===== src/rtl/user_cnn_mac_sbr_if.sv =====
// rtl/user_cnn_mac_sbr_if.sv - OBI request/response bundle for the CNN MAC subordinate
interface user_cnn_mac_sbr_if #(
    parameter int IdWidth = 1
);
    logic               req_i;
    logic               we_i;
    logic [3:0]         be_i;
    logic [31:0]        addr_i;
    logic [31:0]        wdata_i;
    logic [IdWidth-1:0] aid_i;
    logic               gnt_o;
    logic               rvalid_o;
    logic [31:0]        rdata_o;
    logic [IdWidth-1:0] rid_o;
    logic               err_o;

    modport master (
        output req_i, we_i, be_i, addr_i, wdata_i, aid_i,
        input  gnt_o, rvalid_o, rdata_o, rid_o, err_o
    );

    modport slave (
        input  req_i, we_i, be_i, addr_i, wdata_i, aid_i,
        output gnt_o, rvalid_o, rdata_o, rid_o, err_o
    );
endinterface


===== src/rtl/user_cnn_mac_sbr.sv =====
// rtl/user_cnn_mac_sbr.sv - OBI subordinate with int8 ACT/WGT buffers and a sequential MAC engine
// Optional ReLU clamp of the final result is built when USER_CNN_RELU_EN is defined.
module user_cnn_mac_sbr #(
    parameter int Depth    = 16,
    parameter int AccWidth = 32,
    parameter int IdWidth  = 1
) (
    input  logic                clk_i,
    input  logic                rst_i,
    user_cnn_mac_sbr_if.slave   bus,
    output logic                done_irq_o
);
    localparam int IW = $clog2(Depth);
    localparam int LW = IW + 1;
    localparam logic [9:0] ACT_BASE = 10'h040;
    localparam logic [9:0] ACT_END  = 10'(64 + Depth);
    localparam logic [9:0] WGT_BASE = 10'h080;
    localparam logic [9:0] WGT_END  = 10'(128 + Depth);

    typedef enum logic {IDLE, RUN} state_t;

    state_t              state_q, state_d;
    logic [LW-1:0]       len_q;
    logic [IW-1:0]       idx_q;
    logic [AccWidth-1:0] acc_q;
    logic [AccWidth-1:0] result_q;
    logic                done_q;
    logic                irq_q;
    logic                rvalid_q;
    logic                err_q;
    logic [31:0]         rdata_q;
    logic [IdWidth-1:0]  rid_q;

    logic signed [7:0]   act_mem [Depth];
    logic signed [7:0]   wgt_mem [Depth];

    logic [9:0]          word;
    logic [IW-1:0]       buf_idx;
    logic                is_ctrl, is_len, is_status, is_result, is_act, is_wgt;
    logic                busy, bad_addr, req_err, wr_ok;
    logic                start_cmd, clr_cmd;
    logic                launch, zero_done, finish, last;
    logic signed [15:0]  prod;
    logic [AccWidth-1:0] acc_next, final_val;
    logic [31:0]         ctrl_rd, rd_mux;
    logic                unused_bits;

    assign word      = bus.addr_i[11:2];
    assign buf_idx   = word[IW-1:0];
    assign is_ctrl   = (word == 10'd0);
    assign is_len    = (word == 10'd1);
    assign is_status = (word == 10'd2);
    assign is_result = (word == 10'd3);
    assign is_act    = (word >= ACT_BASE) && (word < ACT_END);
    assign is_wgt    = (word >= WGT_BASE) && (word < WGT_END);
    assign busy      = (state_q == RUN);
    assign bad_addr  = !(is_ctrl || is_len || is_status || is_result || is_act || is_wgt);

    // Writes to read-only registers, and buffer/LEN writes during a run, are rejected.
    assign req_err = bad_addr ||
                     (bus.we_i && (is_status || is_result)) ||
                     (bus.we_i && busy && (is_len || is_act || is_wgt));
    assign wr_ok     = bus.req_i && bus.we_i && !req_err;
    assign start_cmd = wr_ok && is_ctrl && bus.wdata_i[0];
    assign clr_cmd   = wr_ok && is_ctrl && bus.wdata_i[1];

    assign last     = ({1'b0, idx_q} == (len_q - LW'(1)));
    assign prod     = act_mem[idx_q] * wgt_mem[idx_q];
    assign acc_next = acc_q + {{(AccWidth-16){prod[15]}}, prod};

`ifdef USER_CNN_RELU_EN
    logic relu_q;

    always_ff @(posedge clk_i or posedge rst_i) begin
        if (rst_i) begin
            relu_q <= 1'b0;
        end else if (wr_ok && is_ctrl) begin
            relu_q <= bus.wdata_i[2];
        end
    end

    assign ctrl_rd   = {29'd0, relu_q, 2'd0};
    assign final_val = (relu_q && acc_next[AccWidth-1]) ? '0 : acc_next;
`else
    assign ctrl_rd   = 32'd0;
    assign final_val = acc_next;
`endif

    always_comb begin
        state_d   = state_q;
        launch    = 1'b0;
        zero_done = 1'b0;
        finish    = 1'b0;
        case (state_q)
            IDLE: begin
                if (start_cmd) begin
                    if (len_q != '0) begin
                        launch  = 1'b1;
                        state_d = RUN;
                    end else begin
                        zero_done = 1'b1;
                    end
                end
            end
            RUN: begin
                if (last) begin
                    finish  = 1'b1;
                    state_d = IDLE;
                end
            end
            default: state_d = IDLE;
        endcase
    end

    always_ff @(posedge clk_i or posedge rst_i) begin
        if (rst_i) begin
            state_q <= IDLE;
        end else begin
            state_q <= state_d;
        end
    end

    always_ff @(posedge clk_i or posedge rst_i) begin
        if (rst_i) begin
            len_q    <= '0;
            idx_q    <= '0;
            acc_q    <= '0;
            result_q <= '0;
            done_q   <= 1'b0;
            irq_q    <= 1'b0;
        end else begin
            if (wr_ok && is_len) begin
                len_q <= (bus.wdata_i > 32'(Depth)) ? LW'(Depth) : bus.wdata_i[LW-1:0];
            end
            if (launch) begin
                idx_q <= '0;
                acc_q <= '0;
            end else if (busy) begin
                idx_q <= idx_q + IW'(1);
                acc_q <= acc_next;
            end
            // CLR is ordered before START/completion so those may still set done.
            if (clr_cmd) begin
                done_q <= 1'b0;
                if (!busy) begin
                    result_q <= '0;
                end
            end
            if (zero_done) begin
                result_q <= '0;
                done_q   <= 1'b1;
            end
            if (finish) begin
                result_q <= final_val;
                done_q   <= 1'b1;
            end
            irq_q <= zero_done || finish;
        end
    end

    always_ff @(posedge clk_i) begin
        if (wr_ok && is_act) begin
            act_mem[buf_idx] <= bus.wdata_i[7:0];
        end
        if (wr_ok && is_wgt) begin
            wgt_mem[buf_idx] <= bus.wdata_i[7:0];
        end
    end

    always_comb begin
        rd_mux = 32'd0;
        if (is_ctrl) begin
            rd_mux = ctrl_rd;
        end else if (is_len) begin
            rd_mux = 32'(len_q);
        end else if (is_status) begin
            rd_mux = {30'd0, done_q, busy};
        end else if (is_result) begin
            rd_mux = 32'($signed(result_q));
        end else if (is_act) begin
            rd_mux = {{24{act_mem[buf_idx][7]}}, act_mem[buf_idx]};
        end else if (is_wgt) begin
            rd_mux = {{24{wgt_mem[buf_idx][7]}}, wgt_mem[buf_idx]};
        end
    end

    always_ff @(posedge clk_i or posedge rst_i) begin
        if (rst_i) begin
            rvalid_q <= 1'b0;
            err_q    <= 1'b0;
            rdata_q  <= '0;
            rid_q    <= '0;
        end else begin
            rvalid_q <= bus.req_i;
            err_q    <= bus.req_i && req_err;
            rdata_q  <= (bus.req_i && !bus.we_i && !req_err) ? rd_mux : 32'd0;
            if (bus.req_i) begin
                rid_q <= bus.aid_i;
            end
        end
    end

    assign bus.gnt_o    = bus.req_i;
    assign bus.rvalid_o = rvalid_q;
    assign bus.err_o    = err_q;
    assign bus.rdata_o  = rdata_q;
    assign bus.rid_o    = rid_q;
    assign done_irq_o   = irq_q;

    assign unused_bits = ^{bus.be_i, bus.addr_i[31:12], bus.addr_i[1:0]};
endmodule


===== src/flat_wrapper.sv =====
// flat-port wrapper written by rule: the top's interface ports become plain ports
module user_cnn_mac_sbr_flat 
#(
    parameter int Depth    = 16,
    parameter int AccWidth = 32,
    parameter int IdWidth  = 1
)
  (clk_i, rst_i, done_irq_o, bus_req_i, bus_we_i, bus_be_i, bus_addr_i, bus_wdata_i, bus_aid_i, bus_gnt_o, bus_rvalid_o, bus_rdata_o, bus_rid_o, bus_err_o);
  user_cnn_mac_sbr_if #(.IdWidth(IdWidth)) bus_i ();
  input  logic clk_i;
  input  logic rst_i;
  output logic done_irq_o;
  input wire logic [$bits(bus_i.req_i)-1:0] bus_req_i;
  input wire logic [$bits(bus_i.we_i)-1:0] bus_we_i;
  input wire logic [$bits(bus_i.be_i)-1:0] bus_be_i;
  input wire logic [$bits(bus_i.addr_i)-1:0] bus_addr_i;
  input wire logic [$bits(bus_i.wdata_i)-1:0] bus_wdata_i;
  input wire logic [$bits(bus_i.aid_i)-1:0] bus_aid_i;
  output wire logic [$bits(bus_i.gnt_o)-1:0] bus_gnt_o;
  output wire logic [$bits(bus_i.rvalid_o)-1:0] bus_rvalid_o;
  output wire logic [$bits(bus_i.rdata_o)-1:0] bus_rdata_o;
  output wire logic [$bits(bus_i.rid_o)-1:0] bus_rid_o;
  output wire logic [$bits(bus_i.err_o)-1:0] bus_err_o;
  assign bus_i.req_i = bus_req_i;
  assign bus_i.we_i = bus_we_i;
  assign bus_i.be_i = bus_be_i;
  assign bus_i.addr_i = bus_addr_i;
  assign bus_i.wdata_i = bus_wdata_i;
  assign bus_i.aid_i = bus_aid_i;
  assign bus_gnt_o = bus_i.gnt_o;
  assign bus_rvalid_o = bus_i.rvalid_o;
  assign bus_rdata_o = bus_i.rdata_o;
  assign bus_rid_o = bus_i.rid_o;
  assign bus_err_o = bus_i.err_o;
  user_cnn_mac_sbr #(.Depth(Depth), .AccWidth(AccWidth), .IdWidth(IdWidth)) u_core (.clk_i(clk_i), .rst_i(rst_i), .bus(bus_i), .done_irq_o(done_irq_o));
endmodule

===== config.mk =====
export PLATFORM = sky130hd
export DESIGN_NAME = user_cnn_mac_sbr_flat
export DESIGN_NICKNAME = d
export VERILOG_FILES = /design/src/rtl/user_cnn_mac_sbr_if.sv /design/src/rtl/user_cnn_mac_sbr.sv /design/src/flat_wrapper.sv
export SDC_FILE = /design/constraint.sdc
export NUM_CORES = 1
export LEC_CHECK = 0
export CAP_MARGIN = 20
export CORE_MARGIN = 3
export CORE_UTILIZATION = 60
export CTS_BUF_LIST = sky130_fd_sc_hd__clkbuf_16
export CTS_CLUSTER_SIZE = 10
export DETAILED_ROUTE_END_ITERATION = 12
export PLACE_DENSITY = 0.8
export SLEW_MARGIN = 15
export SYNTH_ARGS = -nofsm -noshare
export SYNTH_HDL_FRONTEND = slang
export SYNTH_SLANG_ARGS = --single-unit

===== constraint.sdc =====
create_clock -name clk_i -period 22.6 [get_ports clk_i]
set_input_delay 4.52 -clock clk_i [delete_from_list [all_inputs] [get_ports clk_i]]
set_output_delay 4.52 -clock clk_i [all_outputs]
set_load 0.005 [all_outputs]

Word-level counts from Yosys, hierarchy flattened
Memories as Yosys holds them, arrays and structs flattened.
Index checks and enable logic that the tools add are counted.
{ "word_totals": {"reg_bits": 111, "inputBits": 73, "n_memories": 2, "ramBits": 256} }
{ "memory_table": {"columns": ["memory", "words", "word_bits", "rd", "rd_ports_with_merged_regs", "wr", "line_no", "rtl"], "rows": [
  ["u_core.act_mem", 16, 8, 2, 0, 1, "user_cnn_mac_sbr.sv:34", "logic signed [7:0] act_mem [Depth];"],
  ["u_core.wgt_mem", 16, 8, 2, 0, 1, "user_cnn_mac_sbr.sv:35", "logic signed [7:0] wgt_mem [Depth];"]
]} }
{ "classes": {"reduce_logical": 35, "addsub": 3, "mul": 1, "order_cmp": 5, "n_mux": 33, "eq_ne": 5, "n_bitwise": 1} }
{ "op_table": {"columns": ["cell", "n"], "rows": [
  ["$mux W32", 13],
  ["$add A32 B32 Y32", 1],
  ["$gt A32 B5 Y1 const B", 1],
  ["$eq A10 B2 Y1 const B", 2],
  ["$logic_and A1 B1 Y1", 16],
  ["$mul A8 B8 Y16", 1],
  ["$mux W1", 16],
  ["$logic_or A1 B1 Y1", 11],
  ["$eq A10 B1 Y1 const B", 1],
  ["$ge A10 B7 Y1 const B", 1],
  ["$ge A10 B8 Y1 const B", 1],
  ["$logic_not A10 Y1", 1],
  ["$lt A10 B7 Y1 const B", 1],
  ["$lt A10 B8 Y1 const B", 1],
  ["$mux W4", 2],
  ["$eq A4 B5 Y1", 1],
  ["$mux W5", 1],
  ["$reduce_bool A5 Y1", 1],
  ["$sub A5 B1 Y5 const B", 1],
  ["$add A4 B1 Y4 const B", 1],
  ["$logic_not A1 Y1", 3],
  ["$ne A3 B3 Y1 const B", 1],
  ["$reduce_bool A3 Y1", 1],
  ["$pmux W1 S2", 1],
  ["other kinds (3)", 3]
]} }

Logic depth before layout (Yosys ltp)
{ "logic_depth": {"word_depth": 17, "ltp_mapped": 33, "depth_no_buf": 29} }

Least setup slack after synthesis
OpenSTA, ideal clock, no wires.
{ "synth_timing": {"path_type": "input -> output", "start": "in bus_req_i", "end": "out bus_gnt_o", "stages": 1, "path_slack_ns": 13.449, "n_path_buf": 1, "t_required_ns": 18.080, "t_arrival_ns": 4.631, "cell_sequence": "buf_4"} }
{ "synth_lines": {"columns": ["element", "line_no", "rtl"], "rows": [
  ["from (decl)", "flat_wrapper.sv:13", "input wire logic [$bits(bus_i.req_i)-1:0] bus_req_i;"],
  ["to (decl)", "flat_wrapper.sv:19", "output wire logic [$bits(bus_i.gnt_o)-1:0] bus_gnt_o;"]
]} }
No word-level cell between the ends.

Worst setup path after layout
{ "layout_timing": {"start": "in bus_req_i", "end": "out bus_gnt_o"} }
No word-level cell between the ends.

==> impl_metrics.csv <==
group,metric,value,unit
status,status,"complete, no violations",
worst_setup_path,ff2ff_setup_slack,13010,ps
synthesis,synth-main-ff-cell,"edfxtp_1",
sta,finalSetupTns,0,ps
run,drv_cap,0,
die,die_w,190,um
placed_design,port-buffer-count,83,
placed_design,gp_congestion,0.936,
clock_network,clkTransAtPathRegs,50,ps
sta,finalCritPeriodShare,45.4,%
synthesis,async_reset_ff_share,30.2,%
clock_network,tritoncts,"done",
worst_setup_path,slowest_delay,650,ps
die,fp.dieH,190,um
worst_setup_path,path_buf_inv,2,
routing,drtAntennaViolNets,0,
global_routing,grt_usage,27.2,%
worst_setup_path,critPathRequiredTime,18080,ps
synthesis,synthCells,1368,
synthesis,synthMuxAreaShare,18.1,%
cells_and_area,area_growth,12.3,%
die,num_io_pins,110,
synthesis,synth_area,20200,um^2
synthesis,synth_edf_count,256,
cells_and_area,finish.instance_area,22700,um^2
synthesis,synth_top_area_cell,"edfxtp_1",
worst_setup_path,critPathSlowestCell,"clkdlybuf4s50_1",
synthesis,synth_top_family_by_area,"multiplexers",
routing,drt_pass1_iterations,6,
synthesis,synth_simple_gate_area_share,6.76,%
global_routing,grt_first_pass_wirelength,75.3,mm
cells_and_area,n_antenna_cell,0,
die,dieArea,35900,um^2
cells_and_area,drive_above_1_share,18.1,%
worst_setup_path,endpoint_kind,"output pin",
worst_setup_path,path_max_fanout,7,
synthesis,synth_compound_area_share,8.49,%
synthesis,synthDistinctLibCells,66,
placed_design,postPlaceCellArea,21500,um^2
worst_setup_path,cp_common_cell,"clkdlybuf4s50_1",
synthesis,synthAdderAreaFrac,9.44,%
routing,drt-initial-drc-count,1019,
global_routing,grt_pass1_vias,13100,
die,fp-row-count,66,
clock_network,cts_setup_buffers,0,
hold_path,hold_depth,2,
sta,worstMarginPinSlew,1050,ps
routing,vias,12600,
routing,routed_wl,47.2,mm
synthesis,synth_area_leaders,"edfxtp_1, mux4_2, dfrtp_1, fa_1, ha_1",
routing,viasPerCell,6.62,
die,coreArea,32900,um^2
clock_network,root_buffer,"clkbuf_16",
cells_and_area,instances_no_fill,1906,
sta,skew,29.5,ps
hold_path,min_from,"u_core.acc_q[18]",
global_routing,antenna_found_initial,0,
sta,slew_headroom,30.3,%
routing,drc,0,
clock_network,clkLatencyLatePin,570,ps
synthesis,synth_xor_area_share,2.11,%
cells_and_area,num-nets-final,1646,
clock_network,htreeDepth,2,
clock_network,cts_num_sinks,367,
worst_setup_path,worstPathCellList,"clkdlybuf4s50_1 -> clkdlybuf4s50_1",
worst_setup_path,start_kind,"input pin",
placed_design,placedCellCount,1849,
synthesis,synth.most_common_cell,"edfxtp_1",
synthesis,yosysWarnings,0,
worst_setup_path,path_class,"input pin to output pin",
hold_path,hold_class,"register to register",
sta,maxSlewViolCount,0,
worst_setup_path,r2r-start,"u_core.idx_q[0]",
die,initial_core_util,61.5,%
sta,finalHoldViolCount,0,
placed_design,dp_hpwl,31.5,mm
hold_path,worstHoldEndpoint,"u_core.acc_q[18]",
sta,rsz0062_at_grt,"false",
global_routing,grt_overflow,0,
synthesis,syn_area_per_cell,14.8,um^2
routing,detail_route.wl_per_cell,24.7,um
clock_network,cts_max_path_buffers,3,
cells_and_area,nFillCells,2205,
worst_setup_path,worstRegToRegCells,29,
synthesis,yosysSeqAreaShare,51.7,%
worst_setup_path,crit_family,"buffers and inverters",
global_routing,grt_max_degree,69,
synthesis,syn-num-nets,1560,
sta,timing.final.crit_period,10260,ps
sta,finalSetupViolations,0,
clock_network,cts_resized,0,
sta,fmax,0.0974,GHz
synthesis,yosysTopAreaCellShare,38.0,%
clock_network,cts_made_buffers,44,
worst_setup_path,r2r_end,"u_core.acc_q[29]",
synthesis,synth_common_cells,"edfxtp_1, mux4_2, dfrtp_1, inv_1",
synthesis,ys_ff_latch,367,
clock_network,cts-hold-fix-buffers,0,
worst_setup_path,worstPathArrival,5740,ps
-- how the worst max path moves through the flow --
stage	from	to	slack [ps]	depth (start not counted)
floorplan	bus_req_i	bus_gnt_o	13450	1
global placement	bus_req_i	bus_gnt_o	12360	2
detailed placement	bus_req_i	bus_gnt_o	12330	2
CTS	bus_req_i	bus_gnt_o	12340	2
global route	bus_req_i	bus_gnt_o	12300	2
finish	bus_req_i	bus_gnt_o	12340	2
-- per-layer routing --
| layer | GRT usage (%) | vias up | wire, um |
|---|---|---|---|
| li1 | - | 5408 | - |
| met1 | 35.3 | 6354 | 17700 |
| met2 | 46.1 | 717 | 23900 |
| met3 | 5.05 | 136 | 3750 |
| met4 | 10.8 | 0 | 1810 |
| met5 | 0 | - | 0 |
-- cells in the final DEF, fill, tap and decap left out, drive strengths merged, types with 9 or more instances in the layout --
| cell type | count |
|---|---|
| xnor2 | 32 |
| buf | 28 |
| dfrtp | 111 |
| nor2 | 64 |
| clkbuf | 44 |
| inv | 111 |
| nand3 | 17 |
| clkdlybuf4s50 | 80 |
| xor2 | 14 |
| a22o | 53 |
| or3 | 9 |
| a21o | 18 |
| nor3 | 13 |
| and2 | 50 |
| nand2 | 57 |
| a21oi | 44 |
| ha | 63 |
| fa | 56 |
| mux4 | 159 |
| edfxtp | 256 |
| o21ai | 36 |
| o21a | 27 |
-- cells by family after synthesis --
kind of cell	count (synthesis)
DFF	367
xor gates and xnor gates	47
AOI/OAI and AO/OA	240
muxes	166
adders and majority gates	119
and+or+nand+nor	257
buffers and inverters	172
-- registers in the layout, summed over array words and instances (netlist names), 4 cells and up --
| register | count |
|---|---|
| u_core.acc_q | 32 |
| u_core.act_mem | 128 |
| u_core.bus.rdata_o | 32 |
| u_core.idx_q | 4 |
| u_core.len_q | 5 |
| u_core.result_q | 32 |
| u_core.wgt_mem | 128 |
-- through the flow --
step                setup slack, ps  utilization, %  hold WS (ps)
floorplan                     13450               -           449
global placement              12360            65.4           469
detailed placement            12330            65.4           475
CTS                           12340            69.1           493
global route                  12300            69.1           516
finish                        12340            69.1           488
-- final cells by class --
cell class	instances	area, um^2	area share [%]
Sequential cell	367	10500	46.1
Multi-Input combinational cell	829	9080	40.0
Clock buffer	44	1100	4.85
Timing Repair Buffer	108	1020	4.47
Tap cell	442	553	2.44
Inverter	104	393	1.73
Clock inverter	12	95.1	0.419
Power is left out: the tool's default activity adds up to more than one toggle a clock period on the data nets, which glitch-free logic cannot reach.
